## src/rtl/pc_fetch.sv

```systemverilog
`default_nettype none
// ============================================================================
// Module   : pc_fetch
// Brief    : Program counter / fetch sequencer in front of the instruction ROM,
//            with start/done run control, stall, jumps and a retired-fetch count.
// Revision : 1.0 - initial release
// ============================================================================
module pc_fetch #(
    parameter int A  = 10,
    parameter int CW = 16
) (
    input  logic          clk,
    input  logic          rst_n,
    input  logic          start,
    input  logic          stall,
    input  logic          halt_req,
    input  logic          jump_en,
    input  logic          jump_abs,
    input  logic [A-1:0]  jump_target,
    output logic [A-1:0]  instr_address,
    output logic          fetch_valid,
    output logic          done,
    output logic [CW-1:0] instr_count
);

    typedef enum logic [1:0] {
        ST_IDLE   = 2'd0,
        ST_RUN    = 2'd1,
        ST_HALTED = 2'd2
    } state_t;

    localparam logic [A-1:0]  c_pc_one    = {{(A-1){1'b0}}, 1'b1};
    localparam logic [CW-1:0] c_count_one = {{(CW-1){1'b0}}, 1'b1};
    localparam logic [CW-1:0] c_count_max = {CW{1'b1}};

    state_t        r_state;
    state_t        w_state_nxt;
    logic [A-1:0]  r_pc;
    logic [A-1:0]  w_pc_nxt;
    logic [CW-1:0] r_count;
    logic [CW-1:0] w_count_nxt;
    logic          r_fetch_valid;
    logic          r_done;

    always_ff @(posedge clk or negedge rst_n) begin
        if (!rst_n) begin
            r_state       <= ST_IDLE;
            r_pc          <= '0;
            r_count       <= '0;
            r_fetch_valid <= 1'b0;
            r_done        <= 1'b0;
        end else begin
            r_state       <= w_state_nxt;
            r_pc          <= w_pc_nxt;
            r_count       <= w_count_nxt;
            // Flags are registered from the next state so they line up with the PC.
            r_fetch_valid <= (w_state_nxt == ST_RUN);
            r_done        <= (w_state_nxt == ST_HALTED);
        end
    end

    always_comb begin
        w_state_nxt = r_state;
        w_pc_nxt    = r_pc;
        w_count_nxt = r_count;
        case (r_state)
            ST_IDLE, ST_HALTED: begin
                if (start) begin
                    w_state_nxt = ST_RUN;
                    w_pc_nxt    = '0;
                    w_count_nxt = '0;
                end
            end
            ST_RUN: begin
                if (halt_req) begin
                    w_state_nxt = ST_HALTED;
                end else if (!stall) begin
                    // Relative offsets are two's complement, so a plain A-bit add wraps correctly.
                    if (jump_en && jump_abs) begin
                        w_pc_nxt = jump_target;
                    end else if (jump_en) begin
                        w_pc_nxt = r_pc + jump_target;
                    end else begin
                        w_pc_nxt = r_pc + c_pc_one;
                    end
                    if (r_count != c_count_max) begin
                        w_count_nxt = r_count + c_count_one;
                    end
                end
            end
            default: begin
                w_state_nxt = ST_IDLE;
                w_pc_nxt    = '0;
                w_count_nxt = '0;
            end
        endcase
    end

    assign instr_address = r_pc;
    assign fetch_valid   = r_fetch_valid;
    assign done          = r_done;
    assign instr_count   = r_count;

endmodule
`default_nettype wire

```

## config.mk

```make
export PLATFORM = sky130hd
export DESIGN_NAME = pc_fetch
export DESIGN_NICKNAME = d
export VERILOG_FILES = /design/src/rtl/pc_fetch.sv
export SDC_FILE = /design/constraint.sdc
export NUM_CORES = 1
export LEC_CHECK = 0
export BUFFER_PORTS_ARGS = -buffer_cell sky130_fd_sc_hd__buf_4
export CORE_ASPECT_RATIO = 0.8
export CORE_MARGIN = 10
export CORE_UTILIZATION = 57
export DETAILED_ROUTE_END_ITERATION = 10
export GPL_TIMING_DRIVEN = 0
export PLACE_DENSITY = 0.84
export SYNTH_ARGS = -nofsm -noshare
export SYNTH_HDL_FRONTEND = slang
export SYNTH_SLANG_ARGS = --single-unit
```

## constraint.sdc

```tcl
create_clock -name clk -period 4.56 [get_ports clk]
set_clock_uncertainty 0.2 [all_clocks]
set_input_delay 0.228 -clock clk [delete_from_list [all_inputs] [get_ports clk]]
set_output_delay 0.228 -clock clk [all_outputs]
set_load 0.01 [all_outputs]
```

==> summary.txt, run 1 <==
Status
  • Status: finished, final reports clean

GRT
  • GRT Resource Usage Total: 15.5%
  • Largest net degree at the start of global routing: 31
  • First-pass GRT wire length: 7960 um
  • Met2 Track Usage GR: 25.0%
  • M1 GR Usage: 19.6%
  • GR peak layer: met2
  • Initial antenna violation count: 0
  • Total congestion overflow: 0
  • Vias in the first global route: 1695
  • GR Layer Usage met3: 5.20%

Timing
  • Tightest Pin Transition: 0.538 ns
  • Unrepaired setup endpoints after global routing: no
  • Final Hold Viols: 0
  • Final setup margin: 2.01 ns
  • Setup violators final: 0
  • Final slew viol count: 0
  • Fin crit share: 55.9%
  • Worst slew margin: 63.7%
  • Worst hold slack: 0.00668 ns
  • Sum of negative setup slack: 0 ns
  • Final min period: 2.55 ns
  • Max Clk Rate: 392 MHz

Place
  • DP Wirelength: 3630 um
  • Buffers on Ports: 44
  • Pre-CTS WS: 1.75 ns
  • Area post-placement: 2270 um^2
  • Gp weighted congestion: 0.862

Drt
  • Via Count: 1636
  • DR WL/cell: 15.7 um
  • Routed WL: 4590 um
  • DR DRC count: 0
  • Post-route ant nets: 0
  • Via-per-instance ratio: 5.58
  • Starting DRT DRC Count: 115
  • TritonRoute pass-1 iters: 4

Critical path
  • Cell mode on critical path: a21oi_1
  • Critical Path Start: jump_en
  • Critical path's largest stage delay: 0.40 ns
  • CP cell instances: buf_4 > clkbuf_1 > nand2b_1 > ha_1 > fa_1 > a21o_1 > a21oi_1 > o21bai_1 > a21oi_1 > xor2_1 > o221ai_1
  • Top Family by Delay on Critical Path: compound AO/OA/AOI/OAI gates
  • Req. time, crit path: 4.49 ns
  • Type of origin of the critical path: input port
  • CP max stage cell: fa_1
  • CP Capture Type: register
  • R2R Path Start: instr_address[0]$_DFFE_PN0P_
  • Number of buffers and inverters on the critical path: 2
  • Arrival time at the worst endpoint: 2.48 ns
  • Critical path class: input port to register
  • Crit-path max FO: 10

Logic synthesis
  • Flops & latches, synth: 30
  • Post-synth EDFFs: 0
  • Synth Warn #: 0
  • Mapped cell area: 1890 um^2
  • Fraction of registers with async set/reset: 100%
  • Cell taking the most area after synthesis: dfrtp_1
  • Most common cell in the netlist: dfrtp_1
  • Syn Area/Cell: 9.43 um^2
  • Cell variety after synth: 44
  • Share of the synthesized area in the top cell type: 39.8%
  • Leading cell types by count after synthesis: 30 x dfrtp_1, 21 x nand2_1, 20 x nor2_1, 12 x o21ai_0, 11 x xor2_1
  • Synth top area cells: dfrtp_1 40%, ha_1 6.6%, xor2_1 5.1%
  • Ys flop type: dfrtp_1
  • Syn Inst Count: 200
  • Register area share after synthesis: 39.8%
  • Post-Syn Nets: 228

Hold path
  • Worst Min Path Start: jump_target[7]
  • Hold WC Path Type: input port to register

CTS
  • # resized after CTS: 0
  • CTS root buf: clkbuf_8
  • CTS Buffer Depth: 2
  • CTS clk-pin slew, worst paths: 0.06 ns
  • CTS Buf Count: 5
  • H-tree Lvls: 2
  • # clock sinks: 30
  • Hold_buf cts: 2
  • Setup Buffers After CTS: 0
  • Worst-skew pair later-pin latency: 0.27 ns
  • CTS tree: yes

Power and ir drop
  • Comb pwr share: 29.7%
  • P_sw: 241 uW
  • Clock share of power: 26.5%
  • Part of the power in registers: 43.8%
  • Leakage: 1.12 nW
  • PwrDens: 310 nW/um^2
  • Peak supply drop: 246 uV
  • Internal power: 493 uW
  • Switching part of the total: 32.8%

Cells and area
  • Register area: 751 um^2
  • Final non-filler cell area: 2360 um^2
  • Area Growth Syn to Fin: 25.3%
  • Share of post-route cells with drive strength above 1: 24.9%
  • Multi-input gate area: 1110 um^2
  • # diodes: 0
  • Fillers: 236
  • Nets: 281
  • Post-layout util: 75.5%

Floorplanning
  • Initial core utilization: 60.3%
  • Site row count: 18
  • Die H: 71.5 um
  • Core box area: 3130 um^2
  • Die Area: 6030 um^2
  • Die X: 84.3 um
  • Ports: 45

Job
  • Maxcap violations: 0
-- cell usage in the layout (no fill, tap or decap), types with 4 or more instances in the layout --
cell type and count:
buf_4 44, dfrtp_1 30, nand2_1 21, nor2_1 20, o21ai_0 12, xor2_1 11
nand3_1 10, xnor2_1 10, ha_1 10, and2_1 8, a21oi_1 6, clkbuf_1 5
a22oi_1 5, o21ai_1 5, clkbuf_8 5, nand2b_1 4
-- cell families (layout without fill, tap and decap cells) --
group,after synthesis,in the layout,synth area share [%]
buf+inv,7,60,1.46
simple gates,81,81,21.7
fa+ha+maj,11,11,7.69
xor+xnor,21,21,9.75
mux,3,3,1.59
flops,30,30,39.8
compound gates,47,47,18.0
-- flip-flops by register name, summed over array words and instances (netlist names) --
name and cells:
done 1, instr_address 10, instr_count 16, r_state 2, fetch_valid 1
-- power by group through the flow --
| stage | Sequential [mW] | Clock, mW | Combinational, mW |
|---|---|---|---|
| after floorplan | 0.331 | 0 | 0.121 |
| after global placement | 0.323 | 0 | 0.212 |
| after detailed placement | 0.326 | 0 | 0.217 |
| after CTS | 0.321 | 0.199 | 0.219 |
| after global routing | 0.326 | 0.213 | 0.244 |
| final | 0.321 | 0.195 | 0.218 |
-- stage by stage --
step	total power, mW	cells
after floorplan	0.452	200
after CTS	0.739	293
after detailed placement	0.543	284
final	0.733	293
after global routing	0.783	293
after global placement	0.535	284
-- worst paths after layout --
path	to	slack, ns	depth (start not counted)
max in group asynchronous	instr_count[1]$_DFFE_PN0P_	3.66	2
worst min register to register	instr_count[0]$_DFFE_PN0P_	0.33	1
worst max-delay path	instr_address[6]$_DFFE_PN0P_	2.01	11
worst max register to register	instr_address[6]$_DFFE_PN0P_	2.08	8
worst min-delay path	instr_address[7]$_DFFE_PN0P_	0.007	3
min in group asynchronous	instr_count[14]$_DFFE_PN0P_	0.22	2
-- cell type report --
class                      instances  share of cell area, %
multi-input combinational        163                   46.9
sequential                        30                   31.8
timing repair buffer              46                   14.8
clock buffer                       7                   3.23
tap                               40                   2.12
buffer                             4                  0.688
inverter                           3                  0.476
-- metal layers --
metal / wire length, um / up-vias
met3: 272 / 4
met2: 2160 / 38
met4: 23 / 0
li1: - / 811
met5: 0 / -
met1: 2130 / 783
-- tightest hold or removal path: stages --
cell and delay, ns:
buf_4 0.08, a22oi_1 0.06, o21ai_0 0.07
Power figures use the tool's default switching activity.
==> run 2: changes to the inputs <==
--- a/config.mk
+++ b/config.mk
@@ -8,10 +8,10 @@
 export BUFFER_PORTS_ARGS = -buffer_cell sky130_fd_sc_hd__buf_4
 export CORE_ASPECT_RATIO = 0.8
 export CORE_MARGIN = 10
-export CORE_UTILIZATION = 57
+export CORE_UTILIZATION = 53
 export DETAILED_ROUTE_END_ITERATION = 10
 export GPL_TIMING_DRIVEN = 0
-export PLACE_DENSITY = 0.84
+export PLACE_DENSITY = 0.79
 export SYNTH_ARGS = -nofsm -noshare
 export SYNTH_HDL_FRONTEND = slang
 export SYNTH_SLANG_ARGS = --single-unit
==> constraint.sdc (replaced) <==
create_clock -name clk -period 2.6 [get_ports clk]
set_clock_uncertainty 0.2 [all_clocks]
set_input_delay 0.13 -clock clk [delete_from_list [all_inputs] [get_ports clk]]
set_output_delay 0.13 -clock clk [all_outputs]
set_load 0.01 [all_outputs]
==> run 2 against run 1 <==
  * Utilization decreased by 2.5 points
  * Via count increased by 5.0%
  * Final cell count increased by 4.4%
  * Cell area increased by 5.7%
  * Register-to-register slack got worse by 1.9 ns
  * Wire length increased by 8.1%
  * Non-clock buffer count increased by 10
  * Worst hold slack got worse by 0.0056 ns
  * Critical endpoint is now instr_address[9]$_DFFE_PN0P_
==> summary.txt, run 2 (synthesis gave the netlist of run 1 again) <==
Hold path
  • Hold WC Path Type: input port to register (unchanged)

Critical path
  • Req. time, crit path: 2.56 ns (was 4.49 ns)
  • Critical path class: input port to register (unchanged)
  • Crit-path max FO: 4 (was 10)
  • Arrival time at the worst endpoint: 2.46 ns (was 2.48 ns)
  • Type of origin of the critical path: input port (unchanged)
  • CP Capture Type: register (unchanged)

GRT
  • Total congestion overflow: 0 (unchanged)
  • GR Layer Usage met3: 5.52% (was 5.20%)
  • GRT Resource Usage Total: 15.5% (about the same)
  • Largest net degree at the start of global routing: 31 (unchanged)
  • GR peak layer: met2 (unchanged)
  • Initial antenna violation count: 0 (unchanged)
  • Met2 Track Usage GR: 23.6% (was 25.0%)
  • M1 GR Usage: 19.1% (was 19.6%)
  • First-pass GRT wire length: 7970 um (was 7960 um)
  • Vias in the first global route: 1716 (was 1695)

Power and ir drop
  • Peak supply drop: 387 uV (was 246 uV)
  • PwrDens: 545 nW/um^2 (was 310 nW/um^2)
  • Leakage: 1.17 nW (was 1.12 nW)

Cells and area
  • # diodes: 0 (unchanged)
  • Most frequent cells in the layout: 44 x buf_4, 30 x dfrtp_1, 21 x nand2_1, 20 x nor2_1 (was 44 x buf_4, 30 x dfrtp_1, 21 x nand2_1, 20 x nor2_1, 12 x o21ai_0)
  • Nets: 291 (was 281)
  • Commonest non-fill, non-tap cell in the layout: buf_4 (unchanged)
  • Share of post-route cells with drive strength above 1: 25.4% (was 24.9%)
  • Max reg flops: 16 (unchanged)
  • Finished Layout Cells: 306 (was 293)
  • Final non-filler cell area: 2500 um^2 (was 2360 um^2)
  • Area Growth Syn to Fin: 32.4% (was 25.3%)

Timing
  • Setup violators final: 0 (unchanged)
  • Worst slew margin: 60.4% (was 63.7%)
  • Tightest Pin Transition: 0.588 ns (was 0.538 ns)
  • Worst hold slack: 0.00112 ns (was 0.00668 ns)
  • Final Hold Viols: 0 (unchanged)
  • Fin crit share: 96.1%
  • Final slew viol count: 0 (unchanged)
  • Max Clk Rate: 400 MHz
  • Final min period: 2.50 ns
  • Final setup margin: 0.102 ns (was 2.01 ns)

Place
  • Buffers on Ports: 44 (unchanged)
  • Gp weighted congestion: 0.813 (was 0.862)
  • Placed cells: 286 (was 284)
  • Pre-CTS WS: -0.0880 ns (was 1.75 ns)
  • Area post-placement: 2270 um^2 (about the same)
  • DP Wirelength: 3580 um (was 3630 um)

CTS
  • H-tree Lvls: 2 (unchanged)
  • CTS Buf Count: 5 (unchanged)
  • CTS clk-pin slew, worst paths: 0.06 ns (about the same)
  • Setup Buffers After CTS: 0 (unchanged)
  • CTS Buffer Depth: 2 (unchanged)
  • Worst-skew pair later-pin latency: 0.28 ns (was 0.27 ns)
  • # clock sinks: 30 (unchanged)
  • CTS tree: yes (unchanged)
  • CTS root buf: clkbuf_8 (unchanged)

Drt
  • TritonRoute pass-1 iters: 4 (unchanged)
  • Starting DRT DRC Count: 147 (was 115)
  • Post-route ant nets: 0 (unchanged)
  • Via-per-instance ratio: 5.61 (was 5.58)
  • DR WL/cell: 16.2 um (was 15.7 um)
  • Via Count: 1718 (was 1636)
  • DR DRC count: 0 (unchanged)
  • Routed WL: 4960 um (was 4590 um)

Job
  • Maxcap violations: 0 (unchanged)

Floorplanning
  • Initial core utilization: 55.1% (was 60.3%)
  • Die H: 73.4 um (was 71.5 um)
  • Die X: 86.7 um (was 84.3 um)
  • Ports: 45 (unchanged)
  • Die Area: 6360 um^2 (was 6030 um^2)
  • Core box area: 3420 um^2 (was 3130 um^2)
  • Site row count: 19 (was 18)

Status
  • Status: finished, final reports clean (unchanged)
## run 2: cell count changes in the layout (fill, tap and decap cells not counted), sizes merged
cell	before	now
dlygate4sd3	2	12
clkinv	0	1
## run 2: stage by stage
step           util, %  setup TNS (ns)  total power [mW]
5_1_grt           73.0         -0.0256              1.44
3_5_place_dp      66.3          -0.172             0.958
2_1_floorplan        -               0             0.792
3_3_place_gp      66.3          -0.101             0.941
6_report          73.0               0              1.36
4_1_cts           72.5               0              1.36
## run 2: worst paths after layout
kind | start | to | slack (ns) | cells past startpoint
max | jump_target[3] | instr_address[9]$_DFFE_PN0P_ | 0.10 | 10
min | jump_target[6] | instr_address[6]$_DFFE_PN0P_ | 0.001 | 3
max reg2reg | instr_address[0]$_DFFE_PN0P_ | instr_address[8]$_DFFE_PN0P_ | 0.21 | 8
min reg2reg | instr_address[2]$_DFFE_PN0P_ | instr_address[2]$_DFFE_PN0P_ | 0.32 | 2
max in group asynchronous | rst_n | instr_count[15]$_DFFE_PN0P_ | 1.79 | 2
min in group asynchronous | rst_n | instr_count[11]$_DFFE_PN0P_ | 0.12 | 2
## run 2: routing by layer
| metal | share of wire [%] | vias up |
|---|---|---|
| li1 | - | 838 |
| met1 | 45 | 808 |
| met2 | 46 | 56 |
| met3 | 7.0 | 16 |
| met4 | 2.8 | 0 |
| met5 | 0 | - |
## run 2: report_power, final
part           switching [mW]  internal [mW]
clock network           0.176          0.213
logic                   0.227          0.183
registers              0.0504          0.513
## run 2: worst max-delay path: stages
cell	delay [ns]
dlygate4sd3_1	0.54
buf_4	0.14
and2_1	0.15
ha_1	0.35
a21o_1	0.21
a21oi_1	0.13
o21ai_0	0.24
a311oi_2	0.36
xnor2_1	0.15
o21ai_1	0.07
## run 2: layout make-up
| type | instances | area, um^2 |
|---|---|---|
| clock inverters | 1 | 5.00 |
| well taps | 42 | 52.6 |
| flip-flops and latches | 30 | 751 |
| inverters | 3 | 11.3 |
| multi-input cells | 163 | 1130 |
| fillers | 255 | 925 |
| plain buffers | 4 | 16.3 |
| repair buffers | 56 | 450 |
| clock buffers | 7 | 86.3 |
## run 2: timing repair
item | in CTS | in global routing
setup endpoints to repair | 0 | 3
resized for setup | 0 | 3
hold buffers | 12 | 0
endpoints found under the hold margin | 42 | 0
==> run 3: changes to the inputs <==
--- a/config.mk
+++ b/config.mk
@@ -8,10 +8,11 @@
 export BUFFER_PORTS_ARGS = -buffer_cell sky130_fd_sc_hd__buf_4
 export CORE_ASPECT_RATIO = 0.8
 export CORE_MARGIN = 10
-export CORE_UTILIZATION = 53
+export CORE_UTILIZATION = 55
+export CTS_BUF_LIST = sky130_fd_sc_hd__clkbuf_2
 export DETAILED_ROUTE_END_ITERATION = 10
 export GPL_TIMING_DRIVEN = 0
-export PLACE_DENSITY = 0.79
+export PLACE_DENSITY = 0.82
 export SYNTH_ARGS = -nofsm -noshare
 export SYNTH_HDL_FRONTEND = slang
 export SYNTH_SLANG_ARGS = --single-unit
==> run 3 against run 2 <==
  * Sequential share of layout area shrank 0.12 points
  * Via count grew 2.0%
  * Wire length grew 5.8%
  * Non-clock buffer count grew 8
  * Critical path depth grew 1
  * Fmax shrank 0.82%
  * Sequential power is essentially flat
  * Global-route usage grew 2.0 points
  * Combinational power grew 4%
  * Register-to-register slack lost 0.04 ns
  * Setup slack lost 0.021 ns
  * Total power shrank 11%
  * Critical path type unchanged
  * Largest cell class unchanged
==> summary.txt, run 3 (synthesis gave the netlist of run 1 again) <==
Status
  • Status: finished, final reports clean (unchanged)

Critical path
  • CP cell instances: dlygate4sd3_1 > buf_4 > nand2b_1 > ha_1 > fa_1 > a21o_1 > a21oi_2 > o21bai_1 > a21oi_1 > xor2_1 > o221ai_1 (was dlygate4sd3_1 > buf_4 > and2_1 > ha_1 > a21o_1 > a21oi_1 > o21ai_0 > a311oi_2 > xnor2_1 > o21ai_1)
  • Req. time, crit path: 2.66 ns (was 2.56 ns)
  • CP max stage cell: dlygate4sd3_1 (unchanged)
  • Critical path's largest stage delay: 0.54 ns (about the same)
  • Type of origin of the critical path: input port (unchanged)
  • Arrival time at the worst endpoint: 2.58 ns (was 2.46 ns)
  • CP Capture Type: register (unchanged)
  • Critical path class: input port to register (unchanged)
  • Worst reg-to-reg setup slack: 0.17 ns (was 0.21 ns)
  • R2r endpoint: instr_address[2]$_DFFE_PN0P_ (was instr_address[8]$_DFFE_PN0P_)
  • R2R Path Start: r_state[1]$_DFF_PN0_ (was instr_address[0]$_DFFE_PN0P_)
  • Crit-path max FO: 3 (was 4)
  • R2R cell count: 6 (was 8)

Timing
  • Sum of negative setup slack: 0 ns (unchanged)
  • Max Clk Rate: 397 MHz (was 400 MHz)
  • Final Hold Viols: 0 (unchanged)
  • Fin crit share: 96.9% (was 96.1%)
  • Worst slew margin: 50.4% (was 60.4%)
  • Final slew viol count: 0 (unchanged)
  • Final min period: 2.52 ns (was 2.50 ns)
  • Setup violators final: 0 (unchanged)
  • Tightest Pin Transition: 0.741 ns (was 0.588 ns)
  • Unrepaired setup endpoints after global routing: no

CTS
  • CTS root buf: clkbuf_2 (was clkbuf_8)
  • CTS tree: yes (unchanged)
  • H-tree Lvls: 2 (unchanged)
  • Worst-skew pair later-pin latency: 0.40 ns (was 0.28 ns)
  • # clock sinks: 30 (unchanged)
  • CTS Buffer Depth: 2 (unchanged)
  • CTS clk-pin slew, worst paths: 0.15 ns (was 0.06 ns)
  • CTS Buf Count: 5 (unchanged)
  • Setup Buffers After CTS: 0 (unchanged)

Cells and area
  • Max reg flops: 16 (unchanged)
  • # diodes: 0 (unchanged)
  • Nets: 299 (was 291)
  • Share of post-route cells with drive strength above 1: 23.9% (was 25.4%)
  • Commonest non-fill, non-tap cell in the layout: buf_4 (unchanged)
  • Area Growth Syn to Fin: 33.0% (was 32.4%)
  • Most frequent cells in the layout: 44 x buf_4, 30 x dfrtp_1, 21 x nand2_1, 20 x nor2_1, 20 x dlygate4sd3_1 (was 44 x buf_4, 30 x dfrtp_1, 21 x nand2_1, 20 x nor2_1)

Floorplanning
  • Ports: 45 (unchanged)
  • Die X: 85.5 um (was 86.7 um)
  • Die H: 72.4 um (was 73.4 um)
  • Core box area: 3200 um^2 (was 3420 um^2)
  • Site row count: 18 (was 19)
  • Die Area: 6190 um^2 (was 6360 um^2)
  • Initial core utilization: 59.0% (was 55.1%)

Power and ir drop
  • Leakage: 1.19 nW (was 1.17 nW)
  • Peak supply drop: 341 uV (was 387 uV)
  • PwrDens: 486 nW/um^2 (was 545 nW/um^2)
  • Pwr Total: 1.22 mW (was 1.36 mW)

Place
  • DP Wirelength: 3660 um (was 3580 um)
  • Gp weighted congestion: 0.807 (was 0.813)
  • Buffers on Ports: 44 (unchanged)

Drt
  • Via Count: 1752 (was 1718)
  • DR WL/cell: 16.8 um (was 16.2 um)
  • Routed WL: 5250 um (was 4960 um)
  • Starting DRT DRC Count: 163 (was 147)
  • TritonRoute pass-1 iters: 4 (unchanged)
  • DR DRC count: 0 (unchanged)
  • Post-route ant nets: 0 (unchanged)
  • Via-per-instance ratio: 5.62 (was 5.61)

GRT
  • Largest net degree at the start of global routing: 17 (was 31)
  • Initial antenna violation count: 0 (unchanged)
  • Total congestion overflow: 0 (unchanged)
  • Vias in the first global route: 1784 (was 1716)
  • First-pass GRT wire length: 8780 um (was 7970 um)
  • GRT Resource Usage Total: 17.5% (was 15.5%)

Hold path
  • Worst Min Path Start: jump_en (was jump_target[6])
  • Worst Hold End: instr_address[9]$_DFFE_PN0P_ (was instr_address[6]$_DFFE_PN0P_)
  • Hold path depth: 5 (was 3)
  • Hold WC Path Type: input port to register (unchanged)

Job
  • Maxcap violations: 0 (unchanged)
-- run 3: cell types whose count changed in the layout (fill, tap and decap cells not counted) --
cell           delta
a311oi_1          +1
a21oi_4           -1
clkbuf_8          -6
clkbuf_2          +6
clkinv_1          +3
o21ai_1           +1
o21ai_0           -1
a21oi_2           +1
a311oi_2          -1
clkbuf_1          -2
dlygate4sd3_1     +8
clkinv_2          -1
-- run 3: power breakdown --
group	leakage [nW]	internal, mW	switching [mW]
registers	0.410	0.513	0.0499
clock network	0.0255	0.0572	0.172
logic	0.750	0.193	0.234
-- run 3: area by class of cell --
type,instances,area [um^2]
flip-flops and latches,30,751
plain buffers,4,17.5
fillers,230,689
inverters,3,11.3
multi-input cells,163,1110
repair buffers,64,531
well taps,40,50.0
clock inverters,3,11.3
clock buffers,5,25.0
-- run 3: worst max-delay path by stage --
stage                                      start  slack (ns)  cells after the start                           end
global placement                         jump_en       -0.06                     11  instr_address[6]$_DFFE_PN0P_
detailed placement                       jump_en       -0.06                     11  instr_address[6]$_DFFE_PN0P_
global route                      jump_target[0]       0.002                     11  instr_address[6]$_DFFE_PN0P_
CTS                               jump_target[0]        0.04                     11  instr_address[6]$_DFFE_PN0P_
floorplan           instr_address[0]$_DFFE_PN0P_        0.32                      8  instr_address[6]$_DFFE_PN0P_
finish                            jump_target[0]        0.08                     11  instr_address[6]$_DFFE_PN0P_
-- run 3: critical path, delay by kind of cell --
kind	cells	cell delay, ns
simple gates	1	0.13
buf+inv	2	0.68
compound gates	5	0.83
fa+ha+maj	2	0.64
xor+xnor	1	0.16
-- run 3: timing repair --
item	4_1_cts	5_1_grt
hold endpoints to repair	47	0
endpoints found under the setup margin	0	4
hold buffers	20	0
gates resized for setup	0	4
-- run 3: through the flow --
stage / worst slack, ns / cells / hold WS [ns] / util, % / area (um^2)
after floorplan: 0.317 / 200 / -0.366 / - / 1890
after global placement: -0.0629 / 284 / -0.115 / 70.9 / 2270
after detailed placement: -0.0627 / 284 / -0.115 / 70.9 / 2270
after CTS: 0.0391 / 312 / 0.00956 / 78.3 / 2500
after global routing: 0.00236 / 312 / 0.0799 / 78.4 / 2510
final: 0.0815 / 312 / 0.0814 / 78.4 / 2510
-- run 3: metal layers --
layer / GRT usage [%] / share of wire [%]
met5: 0 / 0
met2: 27.6 / 46
met3: 5.25 / 6.6
met1: 21.5 / 45
met4: 8.03 / 2.4
